### src/rtl/ram_port_arb_if.sv
// Bus bundle between the CPU port, the VDT fetcher, the RAM array and ram_port_arb.
// master = requesters/RAM side, slave = the arbiter.
interface ram_port_arb_if #(
  parameter int ADDR_W = 16
);
  logic              cpu_req;
  logic              cpu_we;
  logic [ADDR_W-1:0] cpu_addr;
  logic [7:0]        cpu_wdata;
  logic              cpu_gnt;
  logic              cpu_rvalid;
  logic [7:0]        cpu_rdata;

  logic              vid_req;
  logic [ADDR_W-1:0] vid_addr;
  logic              vid_gnt;
  logic              vid_rvalid;
  logic [7:0]        vid_rdata;

  logic [ADDR_W-1:0] ram_addr;
  logic              ram_we;
  logic [7:0]        ram_din;
  logic [7:0]        ram_dout;

  logic              wprot_err;

  modport master (
    output cpu_req, cpu_we, cpu_addr, cpu_wdata, vid_req, vid_addr, ram_dout,
    input  cpu_gnt, cpu_rvalid, cpu_rdata, vid_gnt, vid_rvalid, vid_rdata,
    input  ram_addr, ram_we, ram_din, wprot_err
  );

  modport slave (
    input  cpu_req, cpu_we, cpu_addr, cpu_wdata, vid_req, vid_addr, ram_dout,
    output cpu_gnt, cpu_rvalid, cpu_rdata, vid_gnt, vid_rvalid, vid_rdata,
    output ram_addr, ram_we, ram_din, wprot_err
  );
endinterface

### src/rtl/ram_port_arb.sv
// Main-RAM port arbiter: CPU fixed priority, video starvation guard, 1-cycle read return.
// Optional write protection above WPROT_BASE is enabled by defining RAM_PORT_ARB_WPROT_EN.
module ram_port_arb #(
  parameter int                ADDR_W     = 16,
  parameter int                RAM_DEPTH  = 26624,
  parameter int                MAX_WAIT   = 4,
  parameter logic [ADDR_W-1:0] WPROT_BASE = 16'h6000
) (
  input  logic           CLOCK,
  input  logic           RESET,
  ram_port_arb_if.slave  bus
);

  localparam logic [ADDR_W:0] DEPTH_L = RAM_DEPTH[ADDR_W:0];
  localparam logic [3:0]      WAIT_L  = MAX_WAIT[3:0];

  typedef enum logic [1:0] {
    RD_NONE = 2'd0,
    RD_CPU  = 2'd1,
    RD_VID  = 2'd2
  } rd_owner_t;

  rd_owner_t         rd_q, rd_d;
  logic              rd_oob_q, rd_oob_d;
  logic [3:0]        wcnt_q, wcnt_d;
  logic [ADDR_W-1:0] addr_q;
  logic [ADDR_W-1:0] ram_addr_c;
  logic              vforce;
  logic              cpu_gnt, vid_gnt;
  logic              cpu_in_range, vid_in_range;
  logic              prot_hit;
  logic              ram_we_c;

  assign cpu_in_range = {1'b0, bus.cpu_addr} < DEPTH_L;
  assign vid_in_range = {1'b0, bus.vid_addr} < DEPTH_L;
  assign vforce       = (wcnt_q == WAIT_L);

`ifdef RAM_PORT_ARB_WPROT_EN
  logic wprot_q;
  assign prot_hit = (bus.cpu_addr >= WPROT_BASE);

  always_ff @(posedge CLOCK) begin
    if (RESET) wprot_q <= 1'b0;
    else       wprot_q <= cpu_gnt & bus.cpu_we & prot_hit;
  end
  assign bus.wprot_err = wprot_q;
`else
  logic [ADDR_W-1:0] unused_wprot_base;
  assign unused_wprot_base = WPROT_BASE;
  assign prot_hit          = 1'b0;
  assign bus.wprot_err     = 1'b0;
`endif

  // Arbitration and next-state for read-return owner and starvation counter.
  always_comb begin
    cpu_gnt  = 1'b0;
    vid_gnt  = 1'b0;
    rd_d     = RD_NONE;
    rd_oob_d = 1'b0;
    wcnt_d   = wcnt_q;

    if (!RESET) begin
      if (vforce && bus.vid_req) vid_gnt = 1'b1;
      else if (bus.cpu_req)      cpu_gnt = 1'b1;
      else if (bus.vid_req)      vid_gnt = 1'b1;
    end

    if (cpu_gnt && !bus.cpu_we) begin
      rd_d     = RD_CPU;
      rd_oob_d = ~cpu_in_range;
    end else if (vid_gnt) begin
      rd_d     = RD_VID;
      rd_oob_d = ~vid_in_range;
    end

    if (!bus.vid_req || vid_gnt) wcnt_d = '0;
    else if (wcnt_q != WAIT_L)   wcnt_d = wcnt_q + 4'd1;

    ram_we_c = cpu_gnt & bus.cpu_we & cpu_in_range & ~prot_hit;

    if (cpu_gnt)      ram_addr_c = bus.cpu_addr;
    else if (vid_gnt) ram_addr_c = bus.vid_addr;
    else              ram_addr_c = addr_q;
  end

  always_ff @(posedge CLOCK) begin
    if (RESET) begin
      rd_q     <= RD_NONE;
      rd_oob_q <= 1'b0;
      wcnt_q   <= '0;
      addr_q   <= '0;
    end else begin
      rd_q     <= rd_d;
      rd_oob_q <= rd_oob_d;
      wcnt_q   <= wcnt_d;
      addr_q   <= ram_addr_c;
    end
  end

  assign bus.cpu_gnt  = cpu_gnt;
  assign bus.vid_gnt  = vid_gnt;
  assign bus.ram_addr = ram_addr_c;
  assign bus.ram_we   = ram_we_c;
  assign bus.ram_din  = cpu_gnt ? bus.cpu_wdata : '0;

  // rvalid is masked by RESET so a read granted just before reset never returns.
  assign bus.cpu_rvalid = (rd_q == RD_CPU) & ~RESET;
  assign bus.vid_rvalid = (rd_q == RD_VID) & ~RESET;
  assign bus.cpu_rdata  = rd_oob_q ? '0 : bus.ram_dout;
  assign bus.vid_rdata  = rd_oob_q ? '0 : bus.ram_dout;

endmodule

### src/flat_wrapper.sv
// flat-port wrapper written by rule: the top's interface ports become plain ports
module ram_port_arb_flat 
#(
  parameter int                ADDR_W     = 16,
  parameter int                RAM_DEPTH  = 26624,
  parameter int                MAX_WAIT   = 4,
  parameter logic [ADDR_W-1:0] WPROT_BASE = 16'h6000
)
  (CLOCK, RESET, bus_cpu_req, bus_cpu_we, bus_cpu_addr, bus_cpu_wdata, bus_vid_req, bus_vid_addr, bus_ram_dout, bus_cpu_gnt, bus_cpu_rvalid, bus_cpu_rdata, bus_vid_gnt, bus_vid_rvalid, bus_vid_rdata, bus_ram_addr, bus_ram_we, bus_ram_din, bus_wprot_err);
  ram_port_arb_if #(.ADDR_W(ADDR_W)) bus_i ();
  input  logic CLOCK;
  input  logic RESET;
  input wire logic [$bits(bus_i.cpu_req)-1:0] bus_cpu_req;
  input wire logic [$bits(bus_i.cpu_we)-1:0] bus_cpu_we;
  input wire logic [$bits(bus_i.cpu_addr)-1:0] bus_cpu_addr;
  input wire logic [$bits(bus_i.cpu_wdata)-1:0] bus_cpu_wdata;
  input wire logic [$bits(bus_i.vid_req)-1:0] bus_vid_req;
  input wire logic [$bits(bus_i.vid_addr)-1:0] bus_vid_addr;
  input wire logic [$bits(bus_i.ram_dout)-1:0] bus_ram_dout;
  output wire logic [$bits(bus_i.cpu_gnt)-1:0] bus_cpu_gnt;
  output wire logic [$bits(bus_i.cpu_rvalid)-1:0] bus_cpu_rvalid;
  output wire logic [$bits(bus_i.cpu_rdata)-1:0] bus_cpu_rdata;
  output wire logic [$bits(bus_i.vid_gnt)-1:0] bus_vid_gnt;
  output wire logic [$bits(bus_i.vid_rvalid)-1:0] bus_vid_rvalid;
  output wire logic [$bits(bus_i.vid_rdata)-1:0] bus_vid_rdata;
  output wire logic [$bits(bus_i.ram_addr)-1:0] bus_ram_addr;
  output wire logic [$bits(bus_i.ram_we)-1:0] bus_ram_we;
  output wire logic [$bits(bus_i.ram_din)-1:0] bus_ram_din;
  output wire logic [$bits(bus_i.wprot_err)-1:0] bus_wprot_err;
  assign bus_i.cpu_req = bus_cpu_req;
  assign bus_i.cpu_we = bus_cpu_we;
  assign bus_i.cpu_addr = bus_cpu_addr;
  assign bus_i.cpu_wdata = bus_cpu_wdata;
  assign bus_i.vid_req = bus_vid_req;
  assign bus_i.vid_addr = bus_vid_addr;
  assign bus_i.ram_dout = bus_ram_dout;
  assign bus_cpu_gnt = bus_i.cpu_gnt;
  assign bus_cpu_rvalid = bus_i.cpu_rvalid;
  assign bus_cpu_rdata = bus_i.cpu_rdata;
  assign bus_vid_gnt = bus_i.vid_gnt;
  assign bus_vid_rvalid = bus_i.vid_rvalid;
  assign bus_vid_rdata = bus_i.vid_rdata;
  assign bus_ram_addr = bus_i.ram_addr;
  assign bus_ram_we = bus_i.ram_we;
  assign bus_ram_din = bus_i.ram_din;
  assign bus_wprot_err = bus_i.wprot_err;
  ram_port_arb #(.ADDR_W(ADDR_W), .RAM_DEPTH(RAM_DEPTH), .MAX_WAIT(MAX_WAIT), .WPROT_BASE(WPROT_BASE)) u_core (.CLOCK(CLOCK), .RESET(RESET), .bus(bus_i));
endmodule
### config.mk
export PLATFORM = sky130hd
export DESIGN_NAME = ram_port_arb_flat
export DESIGN_NICKNAME = d
export VERILOG_FILES = /design/src/rtl/ram_port_arb_if.sv /design/src/rtl/ram_port_arb.sv /design/src/flat_wrapper.sv
export SDC_FILE = /design/constraint.sdc
export NUM_CORES = 1
export LEC_CHECK = 0
export CAP_MARGIN = 30
export CORE_ASPECT_RATIO = 1.5
export CORE_MARGIN = 1
export CORE_UTILIZATION = 36
export DETAILED_ROUTE_END_ITERATION = 8
export PLACE_DENSITY_LB_ADDON = 0.12
export SLEW_MARGIN = 5
export SYNTH_ARGS = -nofsm -noshare
export SYNTH_HDL_FRONTEND = slang
export SYNTH_SLANG_ARGS = --single-unit
### constraint.sdc
create_clock -name CLOCK -period 2.25 [get_ports CLOCK]
set_clock_uncertainty 0.15 [all_clocks]
set_input_delay 0.45 -clock CLOCK [delete_from_list [all_inputs] [get_ports CLOCK]]
set_output_delay 0.45 -clock CLOCK [all_outputs]
set_load 0.01 [all_outputs]
-- Yosys cells after proc, flatten, opt, wreduce, memory -nomap -nowiden
Cells that the tools add are included.
Widths: inputs -> output; s select.
- flip-flop bits (word level): 23
- input port bits: 53
- word-level logic and storage cells: 41
- $add $sub $neg: 1
- magnitude comparators: 2
- eq/ne operators: 4
- mux-type cells: 15
- bitwise operators: 7
- reduce and logical (&&, ||, !) cells: 7
- operators with widths (kind ; number):
    $lt 16x15->1 const B ; 2
    $mux 16 ; 2
    $mux 8 ; 2
    $mux 1 ; 10
    $add 4x1->4 const B ; 1
    $and 1x1->1 ; 4
    $eq 4x3->1 const B ; 1
    $ne 4x3->1 const B ; 1
    $reduce_or 2->1 ; 2
    $not 1->1 ; 3
    $eq 2x1->1 const B ; 1
    $eq 2x2->1 const B ; 1
    $logic_and 1x1->1 ; 2
    $logic_not 1->1 ; 2
    $mux 2 ; 1
    $logic_or 1x1->1 ; 1

-- Logic depth before layout (Yosys ltp)
- depth in word-level cells: 6
- mapped depth: 8
- gate-level depth less buffers: 6

-- Least setup slack after synthesis
OpenSTA, ideal clock, no wires.
- path kind: input to output
- from: input port RESET
- to: output port bus_ram_addr[10]
- arrival: 1.441 ns
- required time: 1.650 ns
- setup slack: 0.209 ns
- stages on the path: 6
- buffers on the path: 2
- path through: buf_2 > clkinv_1 > nand3_2 > buf_2 > o22ai_1 > nor2_1
- longest elaborated chain between the ends: 3
- elaborated cells between the ends (all ways): 4
- classes of those cells: 4 x mux
- RTL lines (element ; RTL line ; source):
    from (decl) ; flat_wrapper.sv:12 ; input logic RESET;
    $mux 1 ; ram_port_arb.sv:62 ; if (!RESET) begin
    $mux 16 ; ram_port_arb.sv:82 ; else if (vid_gnt) ram_addr_c = bus.vid_addr;
    $mux 16 * ; ram_port_arb.sv:81 ; if (cpu_gnt) ram_addr_c = bus.cpu_addr;
    to (decl) ; flat_wrapper.sv:26 ; output wire logic [$bits(bus_i.ram_addr)-1:0] bus_ram_addr;
Every way passes the cells marked *; elsewhere a longest branch is shown, timed or not.

-- Worst setup path after layout
- from: register u_core.wcnt_q[0]
- to: output port bus_ram_addr[6]
- longest elaborated chain between the ends: 6
- elaborated cells between the ends (all ways): 8
- classes of those cells: 1 x eq/ne; 6 x mux; 1 x reduce/logical
- RTL lines (element ; RTL line ; source):
    from (decl) ; ram_port_arb.sv:25 ; logic [3:0] wcnt_q, wcnt_d;
    from (signal assigned) ; ram_port_arb.sv:95 ; wcnt_q <= wcnt_d;
    $eq 4x3->1 * ; ram_port_arb.sv:36 ; assign vforce = (wcnt_q == WAIT_L);
    $logic_and 1x1->1 * ; ram_port_arb.sv:63 ; if (vforce && bus.vid_req) vid_gnt = 1'b1;
    $mux 1 ; ram_port_arb.sv:63 ;
    $mux 1 ; ram_port_arb.sv:62 ;
    $mux 16 ; ram_port_arb.sv:82 ;
    $mux 16 * ; ram_port_arb.sv:81 ;
Marked as above.

==> metrics.cfg <==
[outcome]
outcome = complete, but fails checks
violations = setup timing

[worst_setup_path]
r2r_start = u_core.wcnt_q[0]
worstPathRequired_ns = 1.65
startpoint = u_core.wcnt_q[0]
worstPathCellList = inv_2, ha_4, nand3b_1, or2_4, buf_8, buf_6, o22ai_4, nor2_1, buf_2
cp-start-kind = flip-flop
end_kind = output pin
crit_type = reg -> out
cpMaxStageDelayCell = dfxtp_2
critPathMaxStageDelay_ns = 0.33
arrival_ns = 1.82
crit_path_max_fanout = 5
r2r_cells = 10

[timing]
max_freq_mhz = 414
finalSetupViolCount = 20
whs_ns = 0.366
rsz0062_at_grt = yes
slew_violations = 0
period_minus_slack_ns = 2.42
worst_slack_ns = -0.165
finalCritPeriodShare = 1.07
hold_viol = 0

[clocking]
numCtsBuffers = 3
htreeDepth = 1
cts_tree = built
cts_sinks = 23
clock_latency_ns = 0.28
clockBufferDepth = 2
cts_root_buffer = clkbuf_8
path_clk_slew_ns = 0.09

[die]
die_w_microns = 55.2
ioPinCount = 99
die_h_microns = 81.9
row_count = 28
core_area_sq_mm = 0.00399
die-area_sq_mm = 0.00452
start_util = 0.383

[global_route]
grt-ovfl-total = 0
antenna_found_initial = 0
grtUsageTotal = 0.258
grt_start_max_net_pins = 18
grt_pass1_wl_microns = 9250
grt_pass1_vias = 1960

[pwr]
p_per_area_mw_per_mm2 = 404
p_leak_uw = 0.00138
peakVddDrop_v = 0.000428
p_total_uw = 1260

[final_layout]
drive_gt1_frac = 0.388
n_antenna_cell = 0
nets = 381
design_area_sq_mm = 0.00312
fin_cells = 370
synthToLayoutAreaGrowth_pct = 104

[routing]
vias = 2006
first_pass_iters = 4
routed_wl_microns = 6310
ant_nets = 0
wl_per_cell_microns = 17.0
dr.first_iter.drc_count = 60
vias_per_cell = 5.42
drc = 0

[worst_hold_path]
holdPathStages = 2
hold_path_class = reg -> reg
hold_path.startpoint = u_core.wcnt_q[0]

[placement]
port_buffers = 97
dp_hpwl_microns = 4080
place_area_sq_mm = 0.00272
place_inst = 353
place_ws_ns = -0.603
gp_congestion = 0.856

[synthesis]
ys_warn_count = 0
ys_types = 33
ys_seq_area_frac = 0.301
syn_inst = 191
synth_seq_cells = 23
post_synth.cell_area_avg_sq_um = 8.01
synth.net_count = 246
synth_area_sq_mm = 0.00153

[run]
drv_cap = 0

routing by layer:
metal  track usage  part of all wire  vias to the layer above
li1              -                 -                      956
met1         0.274              0.37                      944
met2         0.499              0.56                       87
met3        0.0409             0.049                       19
met4         0.113             0.024                        0
met5             0                 0                        -
flip-flops by register name (all words and copies together), names as in the netlist:
signal           flops
u_core.addr_q       16
u_core.rd_oob_q      1
u_core.rd_q          2
u_core.wcnt_q        4
stage by stage:
step / util / TNS [ns]
after floorplan: - / 0
after global placement: 0.681 / -15.07
after detailed placement: 0.681 / -15.39
after CTS: 0.761 / -1.27
after global routing: 0.782 / -3.16
final: 0.782 / -1.30
area by class of cell:
class | count | area (sq um)
clock inverter | 1 | 7.51
clock buffer | 3 | 41.3
inverter | 5 | 26.3
tap | 45 | 56.3
fill | 293 | 872
sequential | 23 | 463
multi-input combinational | 141 | 1150
timing repair inverter | 1 | 7.51
timing repair buffer | 151 | 1370
worst paths after layout:
path / slack (ns) / to
worst min-delay path: 0.37 / u_core.wcnt_q[0]
worst min register to register: 0.37 / u_core.wcnt_q[0]
worst max register to register: 0.41 / u_core.addr_q[6]
worst max-delay path: -0.17 / bus_ram_addr[6]
Yosys cell counts, drive strengths merged:
master,number,area share
nand4,1,0.0041
and3,1,0.0041
nand4b,1,0.0057
o22a,16,0.092
nand3,2,0.0098
nor3b,2,0.0098
nor2b,8,0.033
nor2,37,0.091
inv,4,0.0098
clkbuf,3,0.0074
o22ai,32,0.17
buf,19,0.093
or2,2,0.0082
and2,8,0.033
dfxtp,23,0.30
xnor2,1,0.0057
ha,2,0.016
clkinv,1,0.0025
o21ai,1,0.0033
nand2,1,0.0025
a21oi,3,0.0098
nand3b,1,0.0049
a31oi,1,0.0041
conb,1,0.0025
nand2b,1,0.0090
o31ai,1,0.0049
o211a,1,0.0065
nor3,17,0.056
timing repair:
action	in CTS	in global routing
endpoints found under the hold margin	0	0
setup buffers	11	4
pin swaps	23	19
endpoints found under the setup margin	33	37
hold buffers	0	0
gates cloned	2	0
resized for setup	153	49
critical path: cells and delay by family (launching register included):
family                   cells  cell delay [ns]
AO/OA/AOI/OAI                1             0.13
flip-flops                   1             0.33
adder cells (fa/ha/maj)      1             0.14
buffers and inverters        4             0.46
AND/OR/NAND/NOR              3             0.46
placed cells by master, fill, tap and decap left out, drive strengths merged:
cell	synthesis	layout
buf	19	80
clkdlybuf4s50	0	50
nor2	37	37
o22ai	32	32
dfxtp	23	23
nor3	17	17
o22a	16	16
dlygate4sd2	0	10
dlymetal6s2s	0	10
nor2b	8	8
and2	8	8
clkbuf	3	4
inv	4	4
a21oi	3	3
or2	2	2
nor3b	2	2
clkinvlp	0	2
nand3	2	2
ha	2	2
clkinv	1	1
nand4b	1	1
nand3b	1	1
nand2b	1	1
a31oi	1	1
and3	1	1
nand2	1	1
nand4	1	1
xnor2	1	1
o211a	1	1
o21ai	1	1
o31ai	1	1
conb	1	1
power breakdown:
part           switching (uW)  total [uW]  internal (uW)
sequential               17.6         451            433
clock                     151         277            126
combinational             235         535            299
total                     404        1260            858
logic make-up (layout without fill, tap and decap cells):
| family | after synthesis | in the layout | share of synthesized area |
|---|---|---|---|
| adders and majority gates | 2 | 2 | 0.0164 |
| and+or+nand+nor | 82 | 82 | 0.270 |
| xor gates and xnor gates | 1 | 1 | 0.00572 |
| buffers and inverters | 27 | 161 | 0.113 |
| AOI/OAI and AO/OA | 55 | 55 | 0.292 |
| other | 1 | 1 | 0.00245 |
| DFF | 23 | 23 | 0.301 |
Power figures use the tool's default switching activity.
